File: src/rtl/spram_arb_pkg.sv
// Shared types and width defaults for the two-client single-port RAM arbiter.
package spram_arb_pkg;

  localparam int unsigned ADDR_WIDTH = 10;
  localparam int unsigned DATA_WIDTH = 16;

  typedef logic client_id_t;

  typedef struct packed {
    logic       valid;
    client_id_t id;
  } rd_tag_t;

endpackage

File: src/rtl/rr_arbiter2.sv
// Two-way grant logic and priority pointer.
// SPRAM_ARB_ROUND_ROBIN_EN selects round-robin; otherwise client 0 always wins.
module rr_arbiter2
  import spram_arb_pkg::*;
(
  input  logic in_clock,
  input  logic in_reset,
  input  logic in_valid_0,
  input  logic in_valid_1,
  output logic out_grant_0,
  output logic out_grant_1,
  output logic out_grant_id
);

`ifdef SPRAM_ARB_ROUND_ROBIN_EN
  client_id_t prio_q;
  client_id_t prio_d;

  always_comb begin
    out_grant_0 = 1'b0;
    out_grant_1 = 1'b0;
    if (!in_reset) begin
      if (in_valid_0 && in_valid_1) begin
        out_grant_0 = (prio_q == 1'b0);
        out_grant_1 = (prio_q == 1'b1);
      end else begin
        out_grant_0 = in_valid_0;
        out_grant_1 = in_valid_1;
      end
    end
    // pointer moves to the loser of every grant
    prio_d = prio_q;
    if (out_grant_0)      prio_d = 1'b1;
    else if (out_grant_1) prio_d = 1'b0;
  end

  always_ff @(posedge in_clock) begin
    if (in_reset) prio_q <= '0;
    else          prio_q <= prio_d;
  end
`else
  always_comb begin
    out_grant_0 = !in_reset && in_valid_0;
    out_grant_1 = !in_reset && in_valid_1 && !in_valid_0;
  end
`endif

  assign out_grant_id = out_grant_1;

endmodule

File: src/rtl/spram_arbiter.sv
// Shares one single-port RAM between two clients; read responses are tagged and
// routed back to the issuing client two cycles after grant. Macro: SPRAM_ARB_ROUND_ROBIN_EN.
module spram_arbiter
  import spram_arb_pkg::*;
#(
  parameter int unsigned ADDR_WIDTH = spram_arb_pkg::ADDR_WIDTH,
  parameter int unsigned DATA_WIDTH = spram_arb_pkg::DATA_WIDTH
) (
  input  logic                  in_clock,
  input  logic                  in_reset,
  input  logic                  in_req_valid_0,
  input  logic                  in_req_valid_1,
  output logic                  out_req_ready_0,
  output logic                  out_req_ready_1,
  input  logic                  in_req_write_0,
  input  logic                  in_req_write_1,
  input  logic [ADDR_WIDTH-1:0] in_req_address_0,
  input  logic [ADDR_WIDTH-1:0] in_req_address_1,
  input  logic [DATA_WIDTH-1:0] in_req_data_0,
  input  logic [DATA_WIDTH-1:0] in_req_data_1,
  output logic                  out_rsp_valid_0,
  output logic                  out_rsp_valid_1,
  output logic [DATA_WIDTH-1:0] out_rsp_data_0,
  output logic [DATA_WIDTH-1:0] out_rsp_data_1,
  output logic                  out_ram_enable,
  output logic                  out_ram_write,
  output logic [ADDR_WIDTH-1:0] out_ram_address,
  output logic [DATA_WIDTH-1:0] out_ram_data,
  input  logic [DATA_WIDTH-1:0] in_ram_data
);

  logic       grant_0;
  logic       grant_1;
  client_id_t grant_id;

  rd_tag_t tag1_q, tag1_d;
  rd_tag_t tag2_q, tag2_d;
  logic [DATA_WIDTH-1:0] rsp_data_0_q, rsp_data_0_d;
  logic [DATA_WIDTH-1:0] rsp_data_1_q, rsp_data_1_d;

  rr_arbiter2 u_arb (
    .in_clock     (in_clock),
    .in_reset     (in_reset),
    .in_valid_0   (in_req_valid_0),
    .in_valid_1   (in_req_valid_1),
    .out_grant_0  (grant_0),
    .out_grant_1  (grant_1),
    .out_grant_id (grant_id)
  );

  always_comb begin
    out_req_ready_0 = grant_0;
    out_req_ready_1 = grant_1;
    out_ram_enable  = grant_0 || grant_1;
    out_ram_write   = 1'b0;
    out_ram_address = '0;
    out_ram_data    = '0;
    if (grant_0) begin
      out_ram_write   = in_req_write_0;
      out_ram_address = in_req_address_0;
      out_ram_data    = in_req_data_0;
    end else if (grant_1) begin
      out_ram_write   = in_req_write_1;
      out_ram_address = in_req_address_1;
      out_ram_data    = in_req_data_1;
    end
  end

  // stage1 tracks the RAM read in flight; stage2 marks the cycle its data is presented
  always_comb begin
    tag1_d.valid = out_ram_enable && !out_ram_write;
    tag1_d.id    = grant_id;
    tag2_d       = tag1_q;
    rsp_data_0_d = rsp_data_0_q;
    rsp_data_1_d = rsp_data_1_q;
    if (tag1_q.valid && (tag1_q.id == 1'b0)) rsp_data_0_d = in_ram_data;
    if (tag1_q.valid && (tag1_q.id == 1'b1)) rsp_data_1_d = in_ram_data;
  end

  always_ff @(posedge in_clock) begin
    if (in_reset) begin
      tag1_q       <= '0;
      tag2_q       <= '0;
      rsp_data_0_q <= '0;
      rsp_data_1_q <= '0;
    end else begin
      tag1_q       <= tag1_d;
      tag2_q       <= tag2_d;
      rsp_data_0_q <= rsp_data_0_d;
      rsp_data_1_q <= rsp_data_1_d;
    end
  end

  assign out_rsp_valid_0 = tag2_q.valid && (tag2_q.id == 1'b0);
  assign out_rsp_valid_1 = tag2_q.valid && (tag2_q.id == 1'b1);
  assign out_rsp_data_0  = rsp_data_0_q;
  assign out_rsp_data_1  = rsp_data_1_q;

endmodule

File: config.mk
export PLATFORM = sky130hd
export DESIGN_NAME = spram_arbiter
export DESIGN_NICKNAME = d
export VERILOG_FILES = /design/src/rtl/spram_arb_pkg.sv /design/src/rtl/rr_arbiter2.sv /design/src/rtl/spram_arbiter.sv
export SDC_FILE = /design/constraint.sdc
export NUM_CORES = 1
export LEC_CHECK = 0
export CORE_AREA = 2 2 93 95
export CTS_CLUSTER_DIAMETER = 200
export DETAILED_ROUTE_END_ITERATION = 16
export DIE_AREA = 0 0 95 97
export PLACE_DENSITY = 0.68
export SYNTH_ARGS = -nofsm -noshare
export SYNTH_HDL_FRONTEND = slang
export SYNTH_SLANG_ARGS = --single-unit
File: constraint.sdc
create_clock -name in_clock -period 1.35 [get_ports in_clock]
set_input_delay 0.3375 -clock in_clock [delete_from_list [all_inputs] [get_ports in_clock]]
set_output_delay 0.3375 -clock in_clock [all_outputs]
set_load 0.01 [all_outputs]
==> results of run 1 <==
-- power by group through the flow --
stage / clock, mW / combinational, mW / sequential [mW]
after global routing: 0.988 / 0.748 / 1.12
after detailed placement: 0 / 0.704 / 1.14
final: 0.908 / 0.696 / 1.11
after floorplan: 0 / 0.256 / 1.15
after CTS: 0.946 / 0.684 / 1.11
after global placement: 0 / 0.696 / 1.14
-- worst paths after layout --
kind | depth (start not counted) | slack [ns] | to | startpoint
setup / recovery | 5 | -0.10 | out_ram_data[6] | in_req_valid_0
hold / removal | 2 | 0.47 | out_rsp_data_0[12] | out_rsp_data_0[12]
setup reg to reg | 3 | 0.31 | out_rsp_data_1[4] | tag1_q[1]
hold reg to reg | 2 | 0.47 | out_rsp_data_0[12] | out_rsp_data_0[12]
-- per-layer routing --
layer  track usage, %  wire, um
met1             17.5      2860
met2             26.5      3510
met3             2.80       425
met4             2.90        76
met5                0         0
-- state kept, by name, indices dropped and copies added (netlist names) --
name	flops
out_rsp_data_0	16
out_rsp_data_1	16
tag1_q	2
tag2_q	2
-- repair_timing --
action                     CTS  global route
setup buffers                1             0
gates cloned                 7             0
resized for setup          236            18
pin swaps                   45             5
setup endpoints to repair   64            32
-- cell usage in the layout (no fill, tap or decap), drive strengths merged --
| master | netlist | layout |
|---|---|---|
| dlygate4sd2 | 0 | 86 |
| buf | 18 | 55 |
| nand2b | 51 | 51 |
| dfxtp | 36 | 36 |
| mux2i | 32 | 32 |
| nand2 | 28 | 28 |
| nand3b | 27 | 27 |
| a21oi | 27 | 27 |
| clkdlybuf4s50 | 0 | 16 |
| clkbuf | 3 | 9 |
| nor2b | 5 | 5 |
| nor2 | 4 | 4 |
| and2 | 2 | 2 |
| o32ai | 1 | 1 |
| bufinv | 0 | 1 |
| clkinv | 0 | 1 |
-- through the flow --
| stage | TNS, ns | instances | hold WS (ns) | area [sq um] | utilization [%] |
|---|---|---|---|---|---|
| floorplan | 0 | 234 | 0.453 | 1990 | - |
| global placement | -24.83 | 470 | 0.461 | 3540 | 43.6 |
| detailed placement | -25.69 | 470 | 0.462 | 3540 | 43.6 |
| CTS | -0.560 | 486 | 0.465 | 3640 | 44.8 |
| global route | -1.81 | 486 | 0.489 | 3680 | 45.3 |
| finish | -0.704 | 486 | 0.469 | 3680 | 45.3 |
-- logic make-up (layout without fill, tap and decap cells) --
family                 after synthesis  in the layout  synth area share, %
flip-flops                          36             36                 36.2
multiplexers                        32             32                 16.1
buffers and inverters               21            168                 6.09
AND/OR/NAND/NOR                    117            117                 34.4
AO/OA/AOI/OAI                       28             28                 7.22
-- critical path, stage by stage --
cell      delay, ns
buf_16         0.13
buf_16         0.14
nand3b_1       0.18
a21oi_2        0.16
buf_2          0.15
-- layout make-up --
class	count	area, sq um
repair buffers	160	1500
flip-flops and latches	36	721
multi-input cells	177	1220
well taps	105	131
clock buffers	6	72.6
clock inverters	2	35.0
fillers	827	4450
==> summary.md, run 1 <==
| Metric | Value |
|---|---|
| Result of the run | finished, violations left |
| Violations in the final reports | negative setup slack |
| Top cells by area in the synthesized netlist | dfxtp_1 (36%), mux2i_1 (16%), nand2b_1 (16%), nand3b_1 (10%), a21oi_1 (6.8%) |
| CTS tree | built |
| Synth Flop Type | dfxtp_1 |
| Internal Power | 2.05 mW |
| Min cycle time layout | 1.45 ns |
| Core Area | 8130 sq um |
| Arrival @ worst endpoint | 1.11 ns |
| Total track usage | 14.6% |
| First-pass GRT wire length | 11.0 mm |
| Post-detailed-route via-to-cell ratio | 4.48 |
| Kind of critical path | primary input to primary output |
| Post-synth EDFFs | 0 |
| Part of the Yosys area used for sequential elements | 36.2% |
| Setup repair after global routing missed its margin | yes |
| Worst Skew | 0.00465 ns |
| Type of origin of the critical path | primary input |
| DIE HEIGHT | 97 um |
| Transition time of the tightest slew-check pin | 0.343 ns |
| Remaining global-route overflow | 0 |
| Cell Area, Synth | 1990 sq um |
| Initial Util | 24.5% |
| Average size of a mapped cell | 8.51 sq um |
| Initial antenna violation count | 0 |
| Share of the synthesized area in the top cell type | 36.2% |
| Pin count of the biggest net entering global routing | 40 |
| Kind of end point of the critical path | primary output |
| Top cells by count, synth | nand2b_1 (51), dfxtp_1 (36), mux2i_1 (32) |
| Fraction of final layout cells with drive strength greater than 1 | 22.0% |
| Slew margin rel. | 77.1% |
| Input/output buffers | 137 |
| Peak supply drop | 0.000351 V |
| Fraction of the cycle the final worst path needs | 107% |
| Count of antenna diodes in the layout | 0 |
| Router iterations before antenna repair | 4 |
| Pre-CTS setup slack | -0.883 ns |
| Number of H-tree branching levels | 2 |
| Number of design-rule violations left by the first detailed-router iteration | 66 |
| Top-level I/O count | 138 |
| Number of global-route vias before repair | 2273 |
| Total via count in the routed design | 2176 |
| WL/cell | 14.2 um |
| Overall routed net length | 6.88 mm |
| Fin worst setup slack | -0.101 ns |
| Total number of yosys warnings | 0 |
| Clock root cell | clkbuf_8 |
| Net Sw Frac | 24.6% |
| Max Transition Viols Final | 0 |
| Proportion of power drawn by combinational gates | 25.6% |
| Cell variety after synth | 13 |
| Cell count after synthesis | 234 |
| Area added between synthesis and finish | 84.9% |
| Number of failing hold endpoints at the final stage | 0 |
| Fmax | 689 MHz |
| Share of synthesized flip-flops with an asynchronous set or reset | 0% |
| Register share of total power | 41.0% |
| RD Place Congestion | 0.828 |
| Worst Hold Class | flip-flop to flip-flop |
| Post-synth net total | 308 |
| Die outline width | 95 um |
| NetSw | 670 uW |
| Clk buf depth | 2 |
| Clock Sink Count | 36 |
| Synthesized flop and latch total | 36 |
| Num rows | 33 |
| Reg clk slew, reported paths | 0.07 ns |
| Power per Cell Area | 738 nW/um^2 |
| Total number of nets in the final design | 454 |
| # Max-Cap Violations | 0 |
| Design Power | 2.72 mW |
| Area enclosed by the die boundary | 9220 sq um |
| Biggest fanout along the worst timing path | 7 |
| Leak | 1.77 nW |
| Final antenna-violating net count | 0 |
| Req. time, crit path | 1.01 ns |
| Post-cts hold buffer count | 0 |
| DP HPWL | 4.63 mm |
| Cell taking the most area after synthesis | dfxtp_1 |
| Number of buffers created by CTS | 5 |
| Residual DRC count | 0 |
| Dominant cell by count in the synthesized netlist | nand2b_1 |
| Worst skew pair latency | 0.27 ns |
| # setup viols final | 27 |
| Clock network power share | 33.4% |
No activity file was read; power rests on OpenSTA's default activity.
==> inputs of run 2 (changes only) <==
--- a/config.mk
+++ b/config.mk
@@ -5,11 +5,13 @@
 export SDC_FILE = /design/constraint.sdc
 export NUM_CORES = 1
 export LEC_CHECK = 0
-export CORE_AREA = 2 2 93 95
+export ABC_AREA = 1
+export CORE_AREA = 2 2 85 87
 export CTS_CLUSTER_DIAMETER = 200
 export DETAILED_ROUTE_END_ITERATION = 16
-export DIE_AREA = 0 0 95 97
-export PLACE_DENSITY = 0.68
+export DIE_AREA = 0 0 87 89
+export HOLD_SLACK_MARGIN = 0.02
+export PLACE_DENSITY = 0.72
 export SYNTH_ARGS = -nofsm -noshare
 export SYNTH_HDL_FRONTEND = slang
 export SYNTH_SLANG_ARGS = --single-unit
==> run 2 against run 1 <==
The flow still finishes with violations (negative setup slack). Register-to-register slack worse by 0.04 ns. Largest power group unchanged. Area after synthesis fell by 17%. Clock-buffer cell count increased by 1. Non-clock buffer count decreased by 2. Largest cell class unchanged. Flip-flop and latch count is the same. Highest routed layer unchanged.
==> summary.md, run 2 <==
| Metric | Value |
|---|---|
| CTS tree | built (unchanged) |
| Worst skew pair latency | 0.28 ns (was 0.27 ns) |
| Kind of critical path | primary input to primary output (unchanged) |
| Core utilization of the finished layout | 51.4% (was 45.3%) |
| Share of the synthesized area in the top cell type | 43.8% (was 36.2%) |
| Synth Flop Type | dfxtp_1 (unchanged) |
| Overall routed net length | 6.03 mm (was 6.88 mm) |
| Total track usage | 14.8% (was 14.6%) |
| # Max-Cap Violations | 0 (unchanged) |
| WL/cell | 12.6 um (was 14.2 um) |
| Power per Cell Area | 793 nW/um^2 (was 738 nW/um^2) |
| Part of the Yosys area used for sequential elements | 43.8% (was 36.2%) |
| Count of antenna diodes in the layout | 0 (unchanged) |
| Peak supply drop | 0.000314 V (was 0.000351 V) |
| Reg clk slew, reported paths | 0.07 ns (about the same) |
| Most common library cell in the layout ignoring fill and taps | nor2_1 (was dlygate4sd2_1) |
| Worst Skew | 0.00378 ns (was 0.00465 ns) |
| Fin worst setup slack | -0.135 ns (was -0.101 ns) |
| Slew margin rel. | 80.9% (was 77.1%) |
| Pre-CTS setup slack | -0.945 ns (was -0.883 ns) |
| Clk buf depth | 2 (unchanged) |
| Cell Area, Synth | 1650 sq um (was 1990 sq um) |
| Post-detailed-route via-to-cell ratio | 4.33 (was 4.48) |
| Area enclosed by the die boundary | 7740 sq um (was 9220 sq um) |
| Top cells by count, synth | nand2_1 (72), nor2_1 (68), dfxtp_1 (36) (was nand2b_1 (51), dfxtp_1 (36), mux2i_1 (32)) |
| DIE HEIGHT | 89 um (was 97 um) |
| Share of synthesized flip-flops with an asynchronous set or reset | 0% (unchanged) |
| Worst Hold Class | primary input to flip-flop (was flip-flop to flip-flop) |
| Cells after DPL | 459 (was 470) |
| Area added between synthesis and finish | 110% (was 84.9%) |
| Core Area | 6720 sq um (was 8130 sq um) |
| Pin count of the biggest net entering global routing | 21 (was 40) |
| Clock root cell | clkbuf_8 (unchanged) |
| Biggest fanout along the worst timing path | 5 (was 7) |
| Num rows | 30 (was 33) |
| Kind of end point of the critical path | primary output (unchanged) |
| RD Place Congestion | 0.740 (was 0.828) |
| Total number of nets in the final design | 473 (was 454) |
| Average size of a mapped cell | 6.72 sq um (was 8.51 sq um) |
| Setup repair after global routing missed its margin | yes (unchanged) |
| Commonest cells after routing, fill and taps aside | nor2_1 (68), clkdlybuf4s50_1 (62), nand2_1 (45) (was dlygate4sd2_1 (86), nand2b_1 (51), dfxtp_1 (36)) |
| Max Transition Viols Final | 0 (unchanged) |
| Number of failing hold endpoints at the final stage | 0 (unchanged) |
| Violations in the final reports | negative setup slack (unchanged) |
| Initial Util | 24.5% (about the same) |
| Number of global-route vias before repair | 1899 (was 2273) |
| Post-synth net total | 319 (was 308) |
| Number of H-tree branching levels | 2 (unchanged) |
| Non-Filler Instances | 479 (was 486) |
| Req. time, crit path | 1.01 ns (about the same) |
| Cell count after synthesis | 245 (was 234) |
| Post-synth EDFFs | 0 (unchanged) |
| Router iterations before antenna repair | 4 (unchanged) |
| Result of the run | finished, violations left (unchanged) |
| Remaining global-route overflow | 0 (unchanged) |
| Input/output buffers | 137 (unchanged) |
| First-pass GRT wire length | 8.93 mm (was 11.0 mm) |
| Number of design-rule violations left by the first detailed-router iteration | 72 (was 66) |
| Total number of yosys warnings | 0 (unchanged) |
| Die outline width | 87 um (was 95 um) |
| Min cycle time layout | 1.49 ns (was 1.45 ns) |
| Arrival @ worst endpoint | 1.15 ns (was 1.11 ns) |
| Total via count in the routed design | 2072 (was 2176) |
| Fmax | 673 MHz (was 689 MHz) |
| Initial antenna violation count | 0 (unchanged) |
| Cell variety after synth | 16 (was 13) |
| # setup viols final | 28 (was 27) |
| Type of origin of the critical path | primary input (unchanged) |
| Transition time of the tightest slew-check pin | 0.286 ns (was 0.343 ns) |
| Fraction of final layout cells with drive strength greater than 1 | 27.3% (was 22.0%) |
| Cell taking the most area after synthesis | dfxtp_1 (unchanged) |
| Dominant cell by count in the synthesized netlist | nand2_1 (was nand2b_1) |
| DP HPWL | 4.47 mm (was 4.63 mm) |
| Final antenna-violating net count | 0 (unchanged) |
| Clock Sink Count | 36 (unchanged) |
| Residual DRC count | 0 (unchanged) |
| Synthesized flop and latch total | 36 (unchanged) |
| Number of buffers created by CTS | 5 (unchanged) |
| Fraction of the cycle the final worst path needs | 110% (was 107%) |
| Top cells by area in the synthesized netlist | dfxtp_1 (44%), nand2_1 (16%), nor2_1 (16%), o21ai_0 (9.4%), nand2_2 (4.2%) (was dfxtp_1 (36%), mux2i_1 (16%), nand2b_1 (16%), nand3b_1 (10%), a21oi_1 (6.8%)) |
| Leak | 1.75 nW (was 1.77 nW) |
| Top-level I/O count | 138 (unchanged) |
==> run 2: cell count changes in the layout (fill, tap and decap cells not counted), sizes merged, moves of 32 or more <==
cell,delta
nor2,+65
nand2,+55
nand2b,-51
dlygate4sd2,-48
clkdlybuf4s50,+46
o21ai,+33
mux2i,-32
==> run 2: final cells by class <==
class                   count  area, sq um
clock buffers               7         96.3
well taps                  80          100
flip-flops and latches     36          721
repair buffers            158         1560
inverters                  11         61.3
multi-input cells         187          911
fillers                   629         3270
==> run 2: repair_timing <==
item                                    in CTS  in global routing
pin swaps                                   13                 12
resized for setup                          221                 34
buffers inserted                             8                  2
gates cloned                                 4                  1
endpoints found under the setup margin      66                 30
hold buffers                                 0                  0
==> run 2: metal layers <==
metal	share of wire, %	track usage (%)	vias up	wire length [um]
met1	40	16.9	898	2420
li1	-	-	1061	-
met5	0	0	-	0
met4	1.5	4.26	0	91
met2	52	27.8	106	3120
met3	6.7	3.23	7	403
==> run 2: final timing paths <==
kind	start	end	slack [ns]	cells after the start
worst min register to register	tag1_q[0]	tag2_q[0]	0.47	2
worst max-delay path	in_reset	out_ram_data[3]	-0.14	9
worst min-delay path	in_reset	tag2_q[0]	0.33	3
worst max register to register	tag1_q[1]	out_rsp_data_0[0]	0.27	4
==> run 2: logic make-up after synthesis <==
family | after synthesis | synth area share, %
AOI/OAI and AO/OA | 33 | 10.0
buffers and inverters | 22 | 7.98
DFF | 36 | 43.8
and+or+nand+nor | 154 | 38.2
==> run 2: report_power, final <==
part | leakage (nW) | internal (mW) | switching, mW
registers | 0.295 | 1.12 | 0.0286
clock network | 0.0503 | 0.454 | 0.355
logic | 1.41 | 0.444 | 0.336
==> run 2: worst max-delay path, cell delays in order <==
cell and delay (ns):
buf_12 0.11, inv_8 0.05, nand3_4 0.09, inv_6 0.10
buf_12 0.12, clkbuf_16 0.13, nand2_1 0.04, nand2_1 0.05
buf_2 0.12
==> run 2: through the flow <==
step	power, mW	cell area (sq um)	hold slack (ns)	TNS, ns
global placement	1.91	3130	0.458	-31.82
CTS	2.75	3350	0.311	-2.61
floorplan	1.43	1650	0.409	0
finish	2.74	3450	0.332	-2.83
detailed placement	1.92	3130	0.463	-34.30
global route	2.89	3450	0.321	-3.81
==> inputs of run 3 (changes only) <==
--- a/config.mk
+++ b/config.mk
@@ -8,10 +8,11 @@
 export ABC_AREA = 1
 export CORE_AREA = 2 2 85 87
 export CTS_CLUSTER_DIAMETER = 200
+export CTS_CLUSTER_SIZE = 16
 export DETAILED_ROUTE_END_ITERATION = 16
 export DIE_AREA = 0 0 87 89
 export HOLD_SLACK_MARGIN = 0.02
-export PLACE_DENSITY = 0.72
+export PLACE_DENSITY_LB_ADDON = 0.08
 export SYNTH_ARGS = -nofsm -noshare
 export SYNTH_HDL_FRONTEND = slang
 export SYNTH_SLANG_ARGS = --single-unit
==> run 3 against run 2 <==
The flow still finishes with violations (negative setup slack). Maximum frequency shrank 2.2%. Clock-buffer cell count grew 1. Sequential share of layout area grew 0.25 points. Critical endpoint is now out_ram_address[9]. Largest cell class unchanged.
==> summary.md, run 3 (synthesis gave the netlist of run 2 again) <==
| Metric | Value |
|---|---|
| Clock root cell | clkbuf_8 (unchanged) |
| Biggest fanout along the worst timing path | 5 (unchanged) |
| Residual DRC count | 0 (unchanged) |
| Final standard cell area without fillers | 3410 sq um (was 3450 sq um) |
| Total track usage | 14.6% (was 14.8%) |
| Reg clk slew, reported paths | 0.07 ns (about the same) |
| Transition time of the tightest slew-check pin | 0.316 ns (was 0.286 ns) |
| Met1 track utilization from global routing | 16.0% (was 16.9%) |
| Pre-CTS setup slack | -0.931 ns (was -0.945 ns) |
| Clk buf depth | 2 (unchanged) |
| Number of design-rule violations left by the first detailed-router iteration | 62 (was 72) |
| Fraction of final layout cells with drive strength greater than 1 | 27.3% (about the same) |
| Num rows | 30 (unchanged) |
| Worst skew pair latency | 0.27 ns (was 0.28 ns) |
| Slew margin rel. | 78.9% (was 80.9%) |
| Number of failing hold endpoints at the final stage | 0 (unchanged) |
| Worst Hold Class | primary input to flip-flop (unchanged) |
| First-pass GRT wire length | 8.93 mm (unchanged) |
| Router iterations before antenna repair | 4 (unchanged) |
| Commonest cells after routing, fill and taps aside | nor2_1 (68), clkdlybuf4s50_1 (68), nand2_1 (46) (was nor2_1 (68), clkdlybuf4s50_1 (62), nand2_1 (45)) |
| Area added between synthesis and finish | 107% (was 110%) |
| # setup viols final | 29 (was 28) |
| Remaining global-route overflow | 0 (unchanged) |
| Total number of nets in the final design | 476 (was 473) |
| Max Transition Viols Final | 0 (unchanged) |
| Initial Util | 24.5% (unchanged) |
| Fraction of the cycle the final worst path needs | 112% (was 110%) |
| Final Hold Slack | 0.305 ns (was 0.332 ns) |
| Violations in the final reports | negative setup slack (unchanged) |
| Core Area | 6720 sq um (unchanged) |
| DP HPWL | 4.30 mm (was 4.47 mm) |
| Post-cts hold buffer count | 0 (unchanged) |
| Area enclosed by the die boundary | 7740 sq um (unchanged) |
| Area occupied by multi-input gates | 888 sq um (was 911 sq um) |
| Kind of critical path | primary input to primary output (unchanged) |
| Met3 track demand over resource | 5.91% (was 3.23%) |
| Fin worst setup slack | -0.168 ns (was -0.135 ns) |
| Arrival @ worst endpoint | 1.18 ns (was 1.15 ns) |
| Peak supply drop | 0.000325 V (was 0.000314 V) |
| Pin count of the biggest net entering global routing | 33 (was 21) |
| Final antenna-violating net count | 0 (unchanged) |
| Fill cell instance count of the final layout | 692 (was 629) |
| Kind of end point of the critical path | primary output (unchanged) |
| Min cycle time layout | 1.52 ns (was 1.49 ns) |
| Top-level I/O count | 138 (unchanged) |
| Die outline width | 87 um (unchanged) |
| RD Place Congestion | 0.690 (was 0.740) |
| Req. time, crit path | 1.01 ns (about the same) |
| Reg area | 721 sq um (unchanged) |
| Number of H-tree branching levels | 2 (unchanged) |
| Total via count in the routed design | 2049 (was 2072) |
| Number of global-route vias before repair | 1999 (was 1899) |
| CTS tree | built (unchanged) |
| Power per Cell Area | 788 nW/um^2 (was 793 nW/um^2) |
| Post-placement cell area | 3190 sq um (was 3130 sq um) |
| Number of buffers created by CTS | 5 (unchanged) |
| Setup repair after global routing missed its margin | yes (unchanged) |
| Fmax | 659 MHz (was 673 MHz) |
| Core utilization of the finished layout | 50.8% (was 51.4%) |
| Overall routed net length | 5.74 mm (was 6.03 mm) |
| Initial antenna violation count | 0 (unchanged) |
| Global routing's busiest layer | met2 (unchanged) |
| WL/cell | 11.9 um (was 12.6 um) |
| Input/output buffers | 137 (unchanged) |
| Leak | 1.70 nW (was 1.75 nW) |
| Result of the run | finished, violations left (unchanged) |
| # Max-Cap Violations | 0 (unchanged) |
| DIE HEIGHT | 89 um (unchanged) |
| Type of origin of the critical path | primary input (unchanged) |
| Worst Skew | 0.00202 ns (was 0.00378 ns) |
| Clock Sink Count | 36 (unchanged) |
| Post-detailed-route via-to-cell ratio | 4.24 (was 4.33) |
| Count of antenna diodes in the layout | 0 (unchanged) |
| Met2 layer usage reported by global route | 25.8% (was 27.8%) |
run 3: changes by cell type in the layout (fill, tap and decap cells not counted), moves of 2 or more:
cell             delta
nand2_2             +3
clkdlybuf4s50_1     +6
nand2_4             -4
clkbuf_1            +2
dlymetal6s2s_1      -2
buf_2               +2
dlygate4sd2_1       -4
run 3: layout make-up:
cell class                      instances  area share [%]
Tap cell                               80            2.93
Sequential cell                        36            21.1
Clock buffer                            8            2.64
Inverter                               11            1.65
Multi-Input combinational cell        187            26.0
Timing Repair Buffer                  161            45.6
run 3: metrics by stage:
stage | total power [mW] | instances | setup TNS, ns
5_1_grt | 2.84 | 483 | -4.79
3_3_place_gp | 1.93 | 465 | -31.34
4_1_cts | 2.69 | 482 | -4.23
2_1_floorplan | 1.43 | 245 | 0
6_report | 2.69 | 483 | -3.31
3_5_place_dp | 1.93 | 465 | -31.15
run 3: layer usage:
metal / part of all wire [%] / wire (um)
met1: 40 / 2300
met2: 50 / 2850
met3: 9.5 / 544
met4: 0.89 / 51
met5: 0 / 0
run 3: path summary, 6_finish.rpt:
check,cells after the start,slack (ns),start,endpoint
worst max-delay path,8,-0.17,in_reset,out_ram_address[9]
worst min-delay path,3,0.31,in_reset,tag2_q[0]
worst max register to register,4,0.32,tag1_q[1],out_rsp_data_0[12]
worst min register to register,2,0.46,tag1_q[1],tag2_q[1]
run 3: critical path, stage by stage:
cell     delay, ns
buf_8         0.10
buf_6         0.11
nor2_4        0.15
buf_6         0.15
buf_16        0.12
nand2_2       0.04
nand2_1       0.05
buf_2         0.12
run 3: repair_timing:
item,CTS,global route
pin swaps,23,10
setup endpoints to repair,64,31
gates resized for setup,209,28
gates cloned,2,1
setup buffers,7,3
run 3: report_power, final:
part / internal [mW] / total (mW) / leakage [nW] / switching, mW
registers: 1.12 / 1.15 / 0.295 / 0.0284
clock network: 0.416 / 0.774 / 0.0455 / 0.357
logic: 0.443 / 0.764 / 1.36 / 0.321
